[config.mk]
export PLATFORM = sky130hd
export DESIGN_NAME = operand_packer
export DESIGN_NICKNAME = d
export VERILOG_FILES = /design/src/rtl/operand_packer.sv
export SDC_FILE = /design/constraint.sdc
export NUM_CORES = 1
export LEC_CHECK = 0
export BUFFER_PORTS_ARGS = -buffer_cell sky130_fd_sc_hd__buf_2
export CAP_MARGIN = 20
export CORE_MARGIN = 5
export CORE_UTILIZATION = 61
export CTS_CLUSTER_SIZE = 24
export DETAILED_ROUTE_END_ITERATION = 8
export GPL_TIMING_DRIVEN = 1
export PLACE_DENSITY = 0.85
export SLEW_MARGIN = 15
export SYNTH_ARGS = -nofsm -noshare
export SYNTH_HDL_FRONTEND = slang
export SYNTH_SLANG_ARGS = --single-unit
export TNS_END_PERCENT = 50
[constraint.sdc]
create_clock -name clk -period 4.4 [get_ports clk]
set_clock_uncertainty 0.2 [all_clocks]
set_input_delay 0.44 -clock clk [delete_from_list [all_inputs] [get_ports clk]]
set_output_delay 0.44 -clock clk [all_outputs]
set_load 0.005 [all_outputs]
[src/rtl/operand_packer.sv]
// operand_packer: collects up to NUM signed operands from a valid/ready
// stream into one packed vector. The first operand lands at the MSB end.
// The output register holds one vector. When the output is blocked, one more
// completed vector is parked in the fill buffer before the input stalls.
module operand_packer #(
  parameter  int IN_WIDTH = 8,
  parameter  int NUM      = 4,
  localparam int CNT_W    = $clog2(NUM + 1)
) (
  input  logic                    clk,
  input  logic                    rst,
  input  logic                    in_valid,
  output logic                    in_ready,
  input  logic [IN_WIDTH-1:0]     in_data,
  input  logic                    in_last,
  output logic                    out_valid,
  input  logic                    out_ready,
  output logic [NUM*IN_WIDTH-1:0] out_data,
  output logic [CNT_W-1:0]        out_count
);

  localparam int SLOT_W = (NUM > 1) ? $clog2(NUM) : 1;

  typedef enum logic {
    FILL = 1'b0,
    HELD = 1'b1
  } state_e;

  state_e                         r_state, w_state_nxt;
  logic [NUM-1:0][IN_WIDTH-1:0]   r_fill, w_fill_nxt, w_merged;
  logic [SLOT_W-1:0]              r_slot, w_slot_nxt;
  logic [NUM*IN_WIDTH-1:0]        r_out_data, w_out_data_nxt;
  logic [CNT_W-1:0]               r_out_count, w_out_count_nxt;
  logic                           r_out_valid, w_out_valid_nxt;

  logic                           w_accept;
  logic                           w_complete;
  logic                           w_xfer;
  logic                           w_out_free;
  logic [CNT_W-1:0]               w_fill_count;

  // Fill slot k is stored at array index k; the output puts slot 0 at the
  // MSB end so element order matches the adder tree's pairing order.
  function automatic logic [NUM*IN_WIDTH-1:0] msb_first(
    input logic [NUM-1:0][IN_WIDTH-1:0] fill
  );
    logic [NUM*IN_WIDTH-1:0] v;
    v = '0;
    for (int k = 0; k < NUM; k++) begin
      v[(NUM-k)*IN_WIDTH-1 -: IN_WIDTH] = fill[k];
    end
    return v;
  endfunction

  assign in_ready     = (r_state == FILL);
  assign w_accept     = in_valid && (r_state == FILL);
  assign w_complete   = w_accept && (in_last || (r_slot == SLOT_W'(NUM - 1)));
  assign w_xfer       = r_out_valid && out_ready;
  assign w_out_free   = !r_out_valid || out_ready;
  assign w_fill_count = CNT_W'(r_slot) + CNT_W'(1);

  assign out_valid    = r_out_valid;
  assign out_data     = r_out_data;
  assign out_count    = r_out_count;

  // Fill buffer with the incoming operand written into the current slot.
  always_comb begin
    w_merged         = r_fill;
    w_merged[r_slot] = in_data;
  end

  // Next-state logic for the FSM, the fill buffer and the output register.
  always_comb begin
    // NOTE: every signal gets a default value first. With the defaults in
    // place, no path leaves a signal unassigned, so no latch is inferred.
    w_state_nxt     = r_state;
    w_fill_nxt      = r_fill;
    w_slot_nxt      = r_slot;
    w_out_data_nxt  = r_out_data;
    w_out_count_nxt = r_out_count;
    w_out_valid_nxt = r_out_valid;

    // The vector drains. A load below can reassert valid on the same edge.
    if (w_xfer) begin
      w_out_valid_nxt = 1'b0;
    end

    unique case (r_state)
      FILL: begin
        if (w_accept) begin
          if (w_complete && w_out_free) begin
            w_out_data_nxt  = msb_first(w_merged);
            w_out_count_nxt = w_fill_count;
            w_out_valid_nxt = 1'b1;
            w_fill_nxt      = '0;
            w_slot_nxt      = '0;
          end else if (w_complete) begin
            // Output is blocked. Park the vector here. r_slot keeps the
            // count of the parked vector.
            w_fill_nxt  = w_merged;
            w_state_nxt = HELD;
          end else begin
            w_fill_nxt = w_merged;
            w_slot_nxt = r_slot + SLOT_W'(1);
          end
        end
      end
      HELD: begin
        // out_valid is always high here, so out_ready means a transfer.
        if (out_ready) begin
          w_out_data_nxt  = msb_first(r_fill);
          w_out_count_nxt = w_fill_count;
          w_out_valid_nxt = 1'b1;
          w_fill_nxt      = '0;
          w_slot_nxt      = '0;
          w_state_nxt     = FILL;
        end
      end
      default: w_state_nxt = FILL;
    endcase
  end

  // State, fill buffer and output register, with synchronous reset.
  always_ff @(posedge clk) begin
    // NOTE: sequential state uses non-blocking assignments. All registers
    // then update together from the values they held before the edge.
    if (rst) begin
      r_state     <= FILL;
      // NOTE: the fill buffer is reset even though it is storage. Unfilled
      // slots are emitted as zero padding, so its contents must start at zero.
      r_fill      <= '0;
      r_slot      <= '0;
      r_out_data  <= '0;
      r_out_count <= '0;
      r_out_valid <= 1'b0;
    end else begin
      r_state     <= w_state_nxt;
      r_fill      <= w_fill_nxt;
      r_slot      <= w_slot_nxt;
      r_out_data  <= w_out_data_nxt;
      r_out_count <= w_out_count_nxt;
      r_out_valid <= w_out_valid_nxt;
    end
  end

endmodule

==> results.cfg <==
[global_route]
use_met3_pct = 5.84
antenna_found_initial = 0
grt_pass1_vias = 2378
grtUsageMet1_pct = 29.9
gr-usage-all-layers_pct = 21.2
gr-total-overflow = 0
grt_max_degree = 68
grt_pass1_wl_um = 12000
grt_busiest_layer = met2
use_met2_pct = 30.1

[power_and_ir_drop]
total_power_mw = 1.38
p_per_area_nw_per_um2 = 381
p_leak_nw = 1.34
ir_worst_vdd_v = 0.000226

[synthesis]
synth_xor_area_share_pct = 0
synth_top_family_by_area = compound AO/OA/AOI/OAI gates
ys_ff_latch = 71
synth-compound-area-share_pct = 27.2
synth.distinct_cells = 30
synth_edf_count = 0
synthCells = 329
muxShareOfSynthArea_pct = 11.1
synthSimpleGateAreaFrac_pct = 10.1
synth_top_area_share_pct = 43.8
avgSynthCellArea_um2 = 9.87
synth-seq-area-share_pct = 43.8
yosys.area.top_type = dfxtp_1
async_reset_ff_share_pct = 0
synth_area_leaders = dfxtp_1 44%, a211oi_2 12%, mux2i_1 11%, nor2_1 4.7%, a21oi_1 4.2%
synthAdderAreaFrac_pct = 1.54
yosys_warnings = 0
ys.flop_type = dfxtp_1
synth_fp_nets = 346
synth_area_um2 = 3250

[sta]
fin_ws_ns = 1.95
setup_viol_count_final = 0
max_freq_ghz = 0.408
slew_headroom_pct = 36.9
finalSetupTns_ns = 0
drv_slew = 0
fin_crit_ns = 2.45
rsz0062_at_grt = no
period_share_pct = 55.6
hold_viol = 0
tightest_slew_ns = 0.944

[clocking]
cts_resized = 0
cts_num_sinks = 71
clk_pin_slew_worst_paths_ns = 0.07
cts_tree = yes
postCtsSetupRepairBufs = 0
cts-buffers-inserted = 9
clockRootBuffer = clkbuf_8
cts_buffer_depth = 2
hold_buffers = 0
htreeDepth = 3
clk_latency_ns = 0.35

[routing]
drtPass1Iterations = 4
num_vias = 2495
detail_route.vias_per_cell = 5.74
totalWireLength_um = 6810
drc_errors = 0
routedWlPerCell_um = 15.7
drt-initial-drc-count = 209
detail-route-antenna-nets = 0

[flow_run]
drv_cap = 0

[cells_and_area]
nets = 378
post-route-util_pct = 70.4
final_cell_mix = 71 x dfxtp_1, 49 x buf_2, 41 x nor2_1
antenna_cells = 0
final_cells = 435
final_common_cell = dfxtp_1
syn_to_final_growth_pct = 11.4
drive_gt1_share_pct = 29.3

[die]
boundaryPins = 50
initial_core_util_pct = 63.2
num_rows = 26
die_y_um = 83.0
coreArea_um2 = 5140
die-area_um2 = 6880
fp.dieW_um = 83.0

[placement]
port-buffer-count = 49
post-dp-hpwl_um = 4440
gp_congestion = 0.762
dp_slack_ns = 2.04
dp.cells = 420

[min_path]
min_path_type = input port to flip-flop

[setup_path]
critPathCaptureType = flip-flop
crit_type = flip-flop to flip-flop
arrival_ns = 2.53
critPathRequiredTime_ns = 4.48
critPathMaxFanout = 9
cp-start-kind = flip-flop

[outcome]
outcome = finished clean
## worst paths after layout
path	start	endpoint	slack, ns	cells past startpoint
worst max-delay path	r_slot[0]	r_fill[30]	1.95	4
worst min-delay path	out_ready	r_state	0.13	2
worst max register to register	r_slot[0]	r_fill[30]	1.95	4
worst min register to register	r_fill[13]	r_fill[13]	0.28	2
## critical path, stage by stage, from the launching register on
cell	delay (ns)
dfxtp_1	0.44
ha_1	0.29
nor2b_1	0.78
and4_1	0.49
a22o_1	0.18
## area by class of cell
type | instances | area, µm²
multi-input combinational | 221 | 1620
clock buffer | 12 | 155
inverter | 6 | 22.5
clock inverter | 3 | 42.5
fill | 405 | 1520
timing repair buffer | 52 | 268
sequential | 71 | 1420
tap | 70 | 87.6
## cell families (layout without fill, tap and decap cells)
group                    count (synthesis)  in the layout
AO/OA/AOI/OAI                          103            103
adder cells (fa/ha/maj)                  4              4
buffers and inverters                   37             73
flip-flops                              71             71
multiplexers                            36             36
AND/OR/NAND/NOR                         78             78
## flip-flops by register name, summed over array words and instances (netlist names)
name / count
out_data: 32
r_fill: 32
out_count: 3
r_slot: 2
out_valid: 1
r_state: 1
## stage by stage
| stage | cell area (µm²) | hold slack (ns) |
|---|---|---|
| after floorplan | 3250 | 0.248 |
| after global placement | 3420 | 0.260 |
| after detailed placement | 3420 | 0.267 |
| after CTS | 3620 | 0.118 |
| after global routing | 3620 | 0.149 |
| final | 3620 | 0.134 |
## routing by layer
| metal | wire [µm] | vias up |
|---|---|---|
| met5 | 0 | - |
| met1 | 3150 | 1169 |
| met2 | 3040 | 97 |
| met4 | 170 | 0 |
| li1 | - | 1214 |
| met3 | 455 | 15 |
## synth_stat cells (7+ instances only)
cell,instances
dfxtp_1,71
nor2_1,41
mux2i_1,36
a211oi_2,30
a21oi_1,27
nand2_1,26
o21ai_1,24
clkbuf_1,15
a22o_1,8
buf_2,8
buf_6,7
## power breakdown
group / switching (mW) / total, mW / internal, mW
logic: 0.107 / 0.172 / 0.0652
clock network: 0.234 / 0.523 / 0.289
registers: 0.0140 / 0.684 / 0.670
total: 0.355 / 1.38 / 1.02
(Power assumes the default switching activity.)
